===== config.mk =====
export PLATFORM = sky130hd
export DESIGN_NAME = prog_clk_div_multi
export DESIGN_NICKNAME = d
export VERILOG_FILES = /design/src/rtl/prog_clk_div_multi.sv
export SDC_FILE = /design/constraint.sdc
export NUM_CORES = 1
export LEC_CHECK = 0
export ABC_CLOCK_PERIOD_IN_PS = 2410
export CORE_ASPECT_RATIO = 0.75
export CORE_MARGIN = 10
export CORE_UTILIZATION = 55
export DETAILED_ROUTE_END_ITERATION = 10
export MAX_ROUTING_LAYER = met4
export PLACE_DENSITY = 0.83
export SYNTH_ARGS = -nofsm -noshare
export SYNTH_HDL_FRONTEND = slang
export SYNTH_SLANG_ARGS = --single-unit

===== constraint.sdc =====
create_clock -name clk -period 2.41 [get_ports clk]
set_input_delay 0.482 -clock clk [delete_from_list [all_inputs] [get_ports clk]]
set_output_delay 0.482 -clock clk [all_outputs]
set_load 0.02 [all_outputs]

===== src/rtl/prog_clk_div_multi.sv =====
// prog_clk_div_multi: multi-channel programmable square-wave divider.
// Each channel divides clk by 2*(act+1). Writes are held in a shadow register
// and only take effect at a toggle boundary (or immediately when the channel
// is disabled), so a running tone never sees a truncated half-cycle.
//
// Write interface: wr_en is a single-cycle strobe with no backpressure. Every
// cycle with wr_en=1 is accepted; a write whose wr_addr has no matching channel
// (wr_addr >= CHANNELS) is dropped. The last write to a channel before its
// apply point is the one that gets applied. The design expects
// 2**ADDR_W >= CHANNELS.
module prog_clk_div_multi #(
  parameter int CHANNELS = 4,
  parameter int WIDTH    = 24,
  parameter int ADDR_W   = 2
) (
  input  logic                clk,
  input  logic                rst,
  input  logic                wr_en,
  input  logic [ADDR_W-1:0]   wr_addr,
  input  logic [WIDTH-1:0]    wr_data,
  input  logic [CHANNELS-1:0] en,
  output logic [CHANNELS-1:0] div_clk,
  output logic [CHANNELS-1:0] rise_pulse,
  output logic [CHANNELS-1:0] pend
);

  for (genvar i = 0; i < CHANNELS; i++) begin : g_ch
    logic [WIDTH-1:0] cnt_q;
    logic [WIDTH-1:0] act_q;
    logic [WIDTH-1:0] shadow_q;
    logic             pend_q;
    logic             div_q;
    logic             rise_q;
    logic             wr_hit;
    logic             at_boundary;

    // Address decode: an out-of-range address never matches any channel.
    assign wr_hit      = wr_en && (wr_addr == ADDR_W'(i));
    // The >= form only guards against cnt ever overshooting act.
    assign at_boundary = (cnt_q >= act_q);

    // Per-channel counter, output phase, shadow period and apply logic.
    always_ff @(posedge clk) begin
      if (!rst) begin
        cnt_q    <= '0;
        act_q    <= '0;
        shadow_q <= '0;
        pend_q   <= 1'b0;
        div_q    <= 1'b0;
        rise_q   <= 1'b0;
      end else begin
        rise_q <= 1'b0;
        if (!en[i]) begin
          // Idle channel: hold phase at zero and take any pending period now.
          cnt_q <= '0;
          div_q <= 1'b0;
          if (pend_q) begin
            act_q  <= shadow_q;
            pend_q <= 1'b0;
          end
        end else if (at_boundary) begin
          div_q  <= ~div_q;
          rise_q <= ~div_q;
          cnt_q  <= '0;
          if (pend_q) begin
            act_q  <= shadow_q;
            pend_q <= 1'b0;
          end
        end else begin
          cnt_q <= cnt_q + WIDTH'(1);
        end
        // Placed last so a write on an apply edge re-arms pend: the apply
        // above has already consumed the old shadow value.
        if (wr_hit) begin
          shadow_q <= wr_data;
          pend_q   <= 1'b1;
        end
      end
    end

    assign div_clk[i]    = div_q;
    assign rise_pulse[i] = rise_q;
    assign pend[i]       = pend_q;
  end

endmodule


==> flow_summary.ini, run 1 <==
[grt]
grt_remaining_overflow = 0
antenna_found_initial = 0
grt_start_max_net_pins = 83
grt_usage_pct = 20.1
grt_first_pass_wirelength_microns = 53000
grt_pass1_vias = 11054

[clock_network]
clk_latency_ns = 0.54
hold_buffers = 0
cts_max_level = 1
ctsRootBufferMaster = clkbuf_16
cts_buffers = 27
cts_buffer_depth = 3
clock-sinks = 300
path_clk_slew_ns = 0.07
cts_tree = yes

[sta]
fin_crit_sh_pct = 106
fin_tns_setup_ns = -2.69
maxSlewHeadroom_pct = 53.6
slew_violations = 0
final.setup_skew_ns = 0.0117
post-route-min-period_ns = 2.54
clock.fmax_mhz = 393
tightestPinTransition_ns = 0.691
holdWs_ns = 0.311
setup_ws_ns = -0.133
hold_viol = 0
rsz0062_at_grt = true
finalSetupViolCount = 36

[place]
dp.final_hpwl_microns = 22200
gp_congestion = 0.838
pre_cts_ws_ns = -0.133
dp.cells = 2010
port_buffers = 44

[drt]
routedWlPerCell_microns = 16.4
wirelength_microns = 34000
drt-initial-drc-count = 675
drc_errors = 0
first_pass_iters = 5
antenna_left = 0
vias = 11414
avgViaCountPerCell = 5.50

[critical_path]
reg2reg_from = g_ch[2].act_q[17]$_SDFFE_PN0P_
reg2reg_to = g_ch[2].act_q[10]$_SDFFE_PN0P_
crit_fanout = 12
setup.worst_path.end = g_ch[2].act_q[10]$_SDFFE_PN0P_
worst-setup-path-type = reg2reg
worstPathArrival_ns = 3.01
r2r_setup_slack_ns = -0.13
end_kind = flop
critPathRequiredTime_ns = 2.88
crit_start = g_ch[2].act_q[17]$_SDFFE_PN0P_
cp-start-kind = flop
rr_worst_depth = 8

[power]
p_leak_nw = 5.81
pwr-share-seq_pct = 50.4
p_switching_mw = 2.26
clkPwrFrac_pct = 43.9
internal-power_mw = 7.81
switching_share_pct = 22.4
pwr-share-comb_pct = 5.7
power_density_nw_per_um2 = 606
ir_drop_mv = 0.545

[synthesis]
synth_cells = 1671
synth_compound_area_share_pct = 9.51
synth_top_family_by_area = simple AND/OR/NAND/NOR gates
ys_seq_area_share_pct = 42.6
synth_area_leader_cell = dfxtp_1
ys.flop_type = dfxtp_1
synth_area_sq_um = 14100
synth_xor_xnor_area_share_pct = 5.47
synthAdderAreaFrac_pct = 8.87
synth_area_leaders = dfxtp_1 (43%), nand2_1 (12%), ha_1 (8.9%), mux2i_1 (6.8%), a21boi_0 (5.2%)
syn_nets = 1804
synthMuxAreaShare_pct = 6.82
ys_seq_elements = 300
ys_async_sr_fraction_pct = 0
synth_cell_types = 52
synth_edf_count = 0
synth_top_area_share_pct = 42.6
synthSimpleGateAreaFrac_pct = 20.9
yosysWarnings = 0
avgSynthCellArea_sq_um = 8.44

[layout]
insertedDiodeCount = 0
layout-drive-gt1-share_pct = 11.7
fin_nets = 1852
mostFrequentLayoutCell = nand2_1
final_cells = 2076
syn2layout_area_growth_pct = 17.8
layout_common_cells = nand2_1 (444), dfxtp_1 (268), nor2_1 (124)

[floorplan]
core-area_sq_um = 25100
rows = 50
start_util_pct = 56.2
die_x_microns = 205
dieArea_sq_um = 32500
die_y_microns = 159
ios = 45

[run_status]
violations = setup timing
status = complete, but fails checks

[run]
cap_violations = 0

[min_path]
min_path_type = in2reg
==> power by group through the flow <==
stage / clock network [mW] / logic [mW] / registers [mW]
2_1_floorplan: 0 / 0.310 / 5.17
3_3_place_gp: 0 / 0.505 / 5.18
3_5_place_dp: 0 / 0.520 / 5.18
4_1_cts: 4.47 / 0.537 / 5.07
5_1_grt: 4.70 / 0.615 / 5.07
6_report: 4.42 / 0.575 / 5.07
==> layout make-up <==
cell class	instances	area (sq um)
Multi-Input combinational cell	1177	7690
Inverter	110	413
Sequential cell	300	6050
Fill cell	1921	8480
Clock buffer	41	818
Tap cell	338	423
Timing Repair Buffer	103	1130
Clock inverter	7	87.6
==> stage by stage <==
stage	total power [mW]	cell area [sq um]	util, %
detailed placement	5.70	15000	59.7
CTS	10.1	16000	63.9
floorplan	5.48	14100	-
global route	10.4	16600	66.2
global placement	5.68	15000	59.7
finish	10.1	16600	66.2
==> worst max-delay path, cell delays in order, from the launching register on <==
cell     delay (ns)
dfxtp_2        0.34
inv_2          0.05
ha_4           0.26
nand4_1        0.14
or4_4          0.51
o32a_1         0.42
a31oi_4        0.28
buf_6          0.24
mux2i_1        0.21
==> cell usage after synthesis (3+ instances only) <==
cell type,instances
a211oi_1,6
a21boi_0,97
a21o_1,10
a21oi_1,34
a31oi_1,4
and3_1,11
and4_1,11
buf_2,4
buf_4,18
clkbuf_1,60
dfxtp_1,300
ha_1,100
inv_1,110
mux2i_1,96
nand2_1,445
nand2b_1,3
nand3_1,40
nand4_1,33
nor2_1,134
nor2b_1,6
nor3_1,7
nor4_1,5
o21a_1,4
o21ai_0,14
xnor2_1,39
xor2_1,49
==> layer usage <==
metal / vias up / global-route usage [%] / part of all wire (%)
met2: 290 / 33.7 / 48
met3: 61 / 3.01 / 5.9
met4: 0 / 4.40 / 2.0
met1: 5498 / 25.3 / 44
met5: - / - / 0
li1: 5565 / - / -
==> kinds of logic after synthesis <==
family,count (synthesis)
AOI/OAI and AO/OA,187
xor gates and xnor gates,88
adders and majority gates,100
buffers and inverters,194
DFF,300
muxes,96
and+or+nand+nor,706
==> worst min-delay path by stage <==
stage          cells past startpoint                     startpoint                                end  slack, ns
3_3_place_gp                       1    g_ch[0].cnt_q[0]$_SDFF_PP0_        g_ch[0].cnt_q[0]$_SDFF_PP0_       0.44
6_report                           3                            rst     g_ch[0].act_q[23]$_SDFFE_PN0P_       0.31
4_1_cts                            3                            rst      g_ch[2].act_q[6]$_SDFFE_PN0P_       0.30
5_1_grt                            2                            rst  g_ch[0].shadow_q[15]$_SDFFE_PN0P_       0.33
3_5_place_dp                       2  g_ch[3].act_q[1]$_SDFFE_PN0P_      g_ch[3].act_q[1]$_SDFFE_PN0P_       0.45
2_1_floorplan                      1    g_ch[0].cnt_q[0]$_SDFF_PP0_        g_ch[0].cnt_q[0]$_SDFF_PP0_       0.43
==> registers in the layout, summed over array words and instances, names as in the netlist <==
register / cells
g_ch.act_q: 96
g_ch.cnt_q: 96
g_ch.shadow_q: 96
g_ch.div_q: 4
g_ch.pend_q: 4
g_ch.rise_q: 4
==> what timing repair did <==
item	CTS	global route
buffers inserted	2	8
gates cloned	2	8
setup endpoints to repair	72	170
pin swaps	6	32
resized for setup	17	101
No activity file was read; power rests on OpenSTA's default activity.
==> run 2, diff against run 1 <==
--- a/config.mk
+++ b/config.mk
@@ -10,4 +10,5 @@
 export CORE_MARGIN = 10
 export CORE_UTILIZATION = 55
+export CTS_CLUSTER_DIAMETER = 50
 export DETAILED_ROUTE_END_ITERATION = 10
 export MAX_ROUTING_LAYER = met4
==> constraint.sdc (replaced) <==
create_clock -name clk -period 2.41 [get_ports clk]
set_input_delay 0.482 -clock clk [delete_from_list [all_inputs] [get_ports clk]]
set_output_delay 0.482 -clock clk [all_outputs]
set_load 0.01 [all_outputs]
==> flow_summary.ini, run 2 (same netlist as run 1, synthesis figures left out) <==
[drt]
routedWlPerCell_microns = 17.0
drt-initial-drc-count = 771
avgViaCountPerCell = 5.55
antenna_left = 0
first_pass_iters = 5
drc_errors = 0
wirelength_microns = 35400
vias = 11586

[grt]
grt.busiest_layer = met2
use_met2_pct = 33.3
grt_first_pass_wirelength_microns = 52800
grtUsageMet3_pct = 2.97
antenna_found_initial = 0
grt_start_max_net_pins = 83
grt_pass1_vias = 11057
grt_usage_pct = 19.9
globalRouteMet1Util_pct = 25.0
grt_remaining_overflow = 0

[critical_path]
reg2reg_to = g_ch[2].act_q[14]$_SDFFE_PN0P_
critPathRequiredTime_ns = 2.88
crit_fanout = 12
cp-start-kind = flop
worst-setup-path-type = reg2reg
worstPathArrival_ns = 3.07
end_kind = flop
r2r_setup_slack_ns = -0.19
rr_worst_depth = 9
reg2reg_from = g_ch[2].cnt_q[19]$_SDFF_PP0_

[layout]
fin_nets = 1863
mostFrequentLayoutCell = nand2_1
insertedDiodeCount = 0
fill_cells = 1837
finalInstanceArea_sq_um = 16900
utilization_pct = 67.3
syn2layout_area_growth_pct = 19.8
layout-drive-gt1-share_pct = 12.5
layout_common_cells = nand2_1 (444), dfxtp_1 (273), nor2_1 (114)
reg_top3 = g_ch.act_q x96, g_ch.cnt_q x96, g_ch.shadow_q x96

[run_status]
status = complete, but fails checks
violations = setup timing

[power]
ir_drop_mv = 0.577
p_leak_nw = 5.91
power_density_nw_per_um2 = 620

[place]
placed_area_sq_um = 15000
gp_congestion = 0.838
pre_cts_ws_ns = -0.133
port_buffers = 44
dp.final_hpwl_microns = 22200

[clock_network]
cts_max_level = 1
cts_buffers = 28
clk_latency_ns = 0.55
cts_tree = yes
cts_buffer_depth = 3
clock-sinks = 300
path_clk_slew_ns = 0.07
ctsRootBufferMaster = clkbuf_16
hold_buffers = 0

[sta]
rsz0062_at_grt = true
finalSetupViolCount = 61
clock.fmax_mhz = 385
fin_crit_sh_pct = 108
setup_ws_ns = -0.188
post-route-min-period_ns = 2.60
tightestPinTransition_ns = 0.601
slew_violations = 0
hold_viol = 0
final.setup_skew_ns = 0.0116
maxSlewHeadroom_pct = 59.6

[floorplan]
core-area_sq_um = 25100
start_util_pct = 56.2
ios = 45
dieArea_sq_um = 32500
die_y_microns = 159
rows = 50
die_x_microns = 205

[min_path]
min_to = g_ch[0].shadow_q[15]$_SDFFE_PN0P_
min_delay_path_depth = 2
hold_path_startpoint = rst
min_path_type = in2reg

[run]
cap_violations = 0
-- run 2: cell types whose count changed in the layout (fill, tap and decap cells not counted), sizes merged --
cell      change
clkinvlp      -1
inv           +1
clkinv        +2
clkbuf        -1
bufinv        +3
buf           +9
-- run 2: critical path, cell delays in order, from the launching register on --
cell	delay, ns
dfxtp_1	0.38
ha_4	0.31
nand4_1	0.13
or4_4	0.53
buf_4	0.15
a21oi_2	0.20
a2111oi_4	0.10
a31oi_4	0.24
buf_6	0.23
mux2i_1	0.24
-- run 2: metrics by stage --
step	hold slack, ns	power (mW)	std cells	setup TNS, ns
after floorplan	0.426	5.47	1671	0
after global placement	0.436	5.67	2010	0
after detailed placement	0.448	5.69	2010	-4.10
after CTS	0.293	10.4	2065	-0.192
after global routing	0.322	10.7	2089	-9.14
final	0.314	10.5	2089	-4.06
-- run 2: where the power goes --
group          switching (mW)  internal [mW]  total (mW)
sequential             0.0404           5.03        5.07
combinational           0.339          0.241       0.580
clock                    1.97           2.84        4.81
-- run 2: worst max-delay path by stage --
stage | from | to | slack [ns] | cells after the start
floorplan | g_ch[2].act_q[19]$_SDFFE_PN0P_ | g_ch[2].act_q[10]$_SDFFE_PN0P_ | 0.02 | 8
global placement | g_ch[3].act_q[23]$_SDFFE_PN0P_ | g_ch[3].act_q[17]$_SDFFE_PN0P_ | 0.02 | 10
detailed placement | g_ch[0].act_q[17]$_SDFFE_PN0P_ | g_ch[0].act_q[19]$_SDFFE_PN0P_ | -0.13 | 9
CTS | g_ch[2].act_q[18]$_SDFFE_PN0P_ | g_ch[2].act_q[3]$_SDFFE_PN0P_ | -0.02 | 9
global route | g_ch[2].cnt_q[19]$_SDFF_PP0_ | g_ch[2].act_q[14]$_SDFFE_PN0P_ | -0.24 | 9
finish | g_ch[2].cnt_q[19]$_SDFF_PP0_ | g_ch[2].act_q[14]$_SDFFE_PN0P_ | -0.19 | 9
-- run 2: layout make-up --
cell class / count / area, sq um / share of cell area (%)
Clock inverter: 12 / 195 / 1.16
Tap cell: 338 / 423 / 2.50
Clock buffer: 39 / 793 / 4.70
Multi-Input combinational cell: 1177 / 7780 / 46.1
Sequential cell: 300 / 6040 / 35.8
Timing Repair Buffer: 113 / 1240 / 7.36
Inverter: 110 / 413 / 2.44
-- run 2: timing repair --
action / 4_1_cts / 5_1_grt
pin swaps: 3 / 42
gates resized for setup: 5 / 127
endpoints found under the setup margin: 72 / 171
endpoints found under the hold margin: 0 / 0
buffers inserted: 2 / 17
gates cloned: 2 / 10
-- run 2: per-layer routing --
metal  share of wire [%]  up-vias
li1                    -     5599
met1                  44     5592
met2                  48      308
met3                 5.9       87
met4                 2.8        0
met5                   0        -
==> variant 1: new RTL, settings of run 2 <==
Set the parameter `WIDTH` to 20 (it was 24).
--- a/src/rtl/prog_clk_div_multi.sv
+++ b/src/rtl/prog_clk_div_multi.sv
@@ -11,5 +11,5 @@
 module prog_clk_div_multi #(
   parameter int CHANNELS = 4,
-  parameter int WIDTH    = 24,
+  parameter int WIDTH    = 20,
   parameter int ADDR_W   = 2
 ) (
Interface: changed (resized wr_data); port bits go from 45 to 41. No check against the original RTL was run, so the function may have changed too.
==> variant 1 against run 2 <==
  * Non-clock buffer count is 40 lower
  * Routed wire length is 29% lower
  * Clock skew is 0.0015 ns higher
  * Worst hold slack better by 0.034 ns
  * Sequential share of layout area is 2.0 points higher
  * Count of clock-buffer cells in the layout is 11 lower
  * Setup slack better by 0.32 ns
  * Total power is 17% lower
  * Cell area is 21% lower
  * Sequential cell count is 48 lower
  * Synthesized area is 17% lower
  * Largest power group unchanged
  * Final cell count is 17% lower
==> variant 1: results (changes against run 2) <==
Clock Latency Late Sink 0.52 ns (-0.03 ns); first-pass GRT wire length 42.1 mm (-20%); mean routed wirelength per cell 14.6 um (-14%); register area share after synthesis 0.429 (+0.00345); drt first pass iters 5 (unchanged); mux cell area share after synthesis 0.0511 (-0.0170); Inserted Diodes 0 (unchanged); met3 global-route usage 0.0376 (+0.00795); post-CTS setup buffers 1 (-1); Critical Path Max Stage Delay 0.37 ns (-0.16 ns); wire length on met1 11.7 mm (-24%); worst vdd ir 0.000579 V (+0.37%); layout cells sized above 1 0.0667 (-0.0584); Slowest-stage cell, CP dfxtp_1; total number of vias 9217 (-20%); Clock power frac 0.460 (about the same); combinational power 0.418 mW (-28%); crit-path max FO 20 (+8); Synth Area in Adders 0.0895 (+0.000720); largest cells by area after synthesis dfxtp_1 43%, nand2_1 11%, ha_1 8.9%; Filler Cell Count 1790 (-2.6%); Num CTS Buffers 24 (-14%); reg2reg end g_ch[3].act_q[0]; top cells by count, synth 352 x nand2_1, 252 x dfxtp_1, 108 x nor2_1, 89 x inv_1, 84 x ha_1; Worst R2R Setup Slack 0.13 ns (+0.32 ns); Synthesized Nets 1510 (-16%); post-DP HPWL 17.8 mm (-20%); met2 WL 11.7 mm (-31%); crit path launch g_ch[3].cnt_q[0]; CTS resizes 0 (-5); initial antenna violation count 0 (unchanged); vias in the first global route 9045 (-18%); Total Routing Usage GR 0.182 (-0.0170); Int Pwr 6.78 mW (-16%); pin count of the biggest net entering global routing 46 (-45%); Worst-Margin Slew 0.624 ns (+0.0230 ns); area delta synth->final 13.7%; Post-synth ARST share 0 (unchanged); GPL Wtd Cong 0.835 (-0.37%); complex-gate fraction of the synthesized area 0.101 (+0.00541); CP arrival 2.68 ns (-0.39 ns); Placed Instance Area 12400 um^2 (-17%); GR met1 Demand/Resource 0.234 (-0.0163); Yosys cell types 50 (-3.8%); initial DRC count 517 (-33%); met2 Track Usage GR 0.292 (-0.0417); Top Registers g_ch.act_q: 80 flops, g_ch.cnt_q: 80 flops, g_ch.shadow_q: 80 flops; Port Buf Inserts 40 (-9.1%); H-tree depth 1 (unchanged); met3 WL 1.32 mm (-37%); run status finished clean; xor and xnor area share after synthesis 0.0559 (+0.00125); Layout Skew 0.0132 ns (+0.00152 ns); Pleak 4.78 nW (-19%)
==> variant 1: final cells by class <==
class | count | share of cell area
Multi-Input combinational cell | 982 | 0.451
Clock buffer | 28 | 0.0492
Tap cell | 288 | 0.0270
Sequential cell | 252 | 0.378
Clock inverter | 16 | 0.0140
Timing Repair Buffer | 73 | 0.0555
Inverter | 89 | 0.0250
==> variant 1: logic make-up after synthesis <==
group | Yosys count
flops | 252
buf+inv | 163
xor+xnor | 75
simple gates | 591
mux | 60
fa+ha+maj | 84
compound gates | 172
==> variant 1: worst min path at each step <==
stage	startpoint	to	slack [ns]	depth (start not counted)
after global placement	g_ch[2].cnt_q[0]	g_ch[2].cnt_q[0]	0.44	1
after floorplan	g_ch[2].cnt_q[0]	g_ch[2].cnt_q[0]	0.43	1
after global routing	rst	g_ch[2].act_q[5]	0.35	3
after detailed placement	g_ch[3].act_q[7]	g_ch[3].act_q[7]	0.45	2
final	rst	g_ch[2].act_q[5]	0.35	3
after CTS	rst	g_ch[2].act_q[5]	0.34	3
==> variant 1: worst max-delay path: cells and delay by family (launching register included) <==
| kind | cells | cell delay (ns) |
|---|---|---|
| flip-flops | 1 | 0.37 |
| multiplexers | 1 | 0.16 |
| buffers and inverters | 2 | 0.23 |
| AO/OA/AOI/OAI | 3 | 0.77 |
| adder cells (fa/ha/maj) | 1 | 0.27 |
| AND/OR/NAND/NOR | 2 | 0.34 |
==> variant 1: metrics by stage <==
step / power [mW] / worst slack, ns / cells
finish: 8.67 / 0.132 / 1728
global route: 8.95 / -0.0279 / 1728
CTS: 8.73 / 0.0607 / 1726
detailed placement: 4.76 / 0.00544 / 1681
global placement: 4.75 / 0.109 / 1681
floorplan: 4.60 / 0.364 / 1397
==> variant 2: new RTL, settings of run 2 <==
Without the edit above. Make the reset (`rst`) asynchronous in one clocked block.
--- a/src/rtl/prog_clk_div_multi.sv
+++ b/src/rtl/prog_clk_div_multi.sv
@@ -41,5 +41,5 @@
 
     // Per-channel counter, output phase, shadow period and apply logic.
-    always_ff @(posedge clk) begin
+    always_ff @(posedge clk or negedge rst) begin
       if (!rst) begin
         cnt_q    <= '0;
Function: differs if rst is asserted again (counterexample within 4 cycles, from zero or initial values and one cycle with rst low); with rst held inactive, the same outputs for 4 cycles.
==> variant 2 against run 2 <==
  * The run still ends with negative setup slack left
  * Synthesized cell count is 26% lower
  * Setup slack better by 0.041 ns
  * Cell area rose by 10%
  * Die area grew 3.0%
  * Sequential cell count stayed put
  * Worst hold slack better by 0.16 ns
  * Synthesized area increased by 3.4%
  * Non-clock buffer count grew 82
  * First-iteration DRC count shrank 16%
  * Routed wire length increased by 7.4%
  * Utilization up 4.2 points
Power is not compared: it rests on default switching activity, and its combinational part moved more than twofold at a synthesized area within 25%.
==> variant 2: results (changes against run 2) <==
layout cells sized above 1 0.346 (+0.220); largest cells by area after synthesis dfrtp_1 51%, mux2_2 13%, ha_1 8.6%; Filler Cell Count 1657 (-9.8%); register area share after synthesis 0.515 (+0.0889); CP arrival 2.98 ns (-0.09 ns); mean routed wirelength per cell 21.2 um (+25%); post-route setup TNS -13.22 ns (-9.16 ns); pre-CTS setup slack -0.584 ns (-0.451 ns); run status complete, but fails checks; # setup viols final 144 (+140%); failing checks negative setup slack; worst setup margin -0.147 ns (+0.0414 ns); Cell Count, Final, Fillers Out 1794 (-14%); reg2reg end g_ch[1].act_q[7]; Yosys cell types 53 (+1.9%); Worst R2R Setup Slack -0.15 ns (+0.04 ns); first-pass GRT wire length 56.4 mm (+6.8%); Layout Skew 0.00982 ns (-0.00183 ns); R2R depth 8 (-1); crit-path max FO 24 (+12); pin count of the biggest net entering global routing 56 (-33%); total number of vias 10300 (-11%); Total Routing Usage GR 0.210 (+0.0101); initial antenna violation count 2 (+2); Syn Inst Count 1243 (-26%); GPL Wtd Cong 0.839 (+0.13%); Post-synth ARST share 1.00 (+1.00); Worst-Margin Slew 0.648 ns (+0.0468 ns)
-- variant 2: routing by layer --
layer	routed length (um)	track usage	part of all wire	up-vias
met1	16000	0.264	0.42	5280
met3	2180	0.0378	0.057	99
li1	-	-	-	4658
met4	1140	0.0605	0.030	0
met5	0	-	0	-
met2	18800	0.342	0.49	289
-- variant 2: area by class of cell --
| cell class | count | area (um^2) | share of cell area |
|---|---|---|---|
| clock buffer | 42 | 835 | 0.0448 |
| clock inverter | 9 | 138 | 0.00739 |
| inverter | 105 | 394 | 0.0212 |
| multi-input combinational | 799 | 7300 | 0.392 |
| sequential | 300 | 7510 | 0.403 |
| tap | 344 | 430 | 0.0231 |
| timing repair buffer | 195 | 2020 | 0.109 |
-- variant 2: cells by family (layout without fill, tap and decap cells) --
logic type / Yosys count / in the layout / share of synthesized area
and+or+nand+nor: 332 / 332 / 0.111
DFF: 300 / 300 / 0.515
muxes: 195 / 195 / 0.155
buffers and inverters: 145 / 351 / 0.0447
adders and majority gates: 100 / 100 / 0.0858
AOI/OAI and AO/OA: 88 / 89 / 0.0387
xor gates and xnor gates: 83 / 83 / 0.0499
-- variant 2: report_power, final --
part | internal (mW) | switching, mW
combinational | 1.94 | 1.63
sequential | 6.01 | 0.621
clock | 2.73 | 2.00
-- variant 2: timing repair --
item	4_1_cts	5_1_grt
cloned	7	8
endpoints found under the hold margin	45	0
gates resized for setup	72	133
hold buffers	1	0
setup endpoints to repair	145	175
pin swaps	18	53
buffers inserted	15	21
-- variant 2: worst max-delay path, stage by stage, from the launching register on --
cell and delay, ns:
dfrtp_1 0.35, inv_1 0.08, ha_4 0.29, nand4_1 0.11
or4_4 0.58, nor4_4 0.36, o41ai_4 0.14, buf_12 0.21
mux2_4 0.31
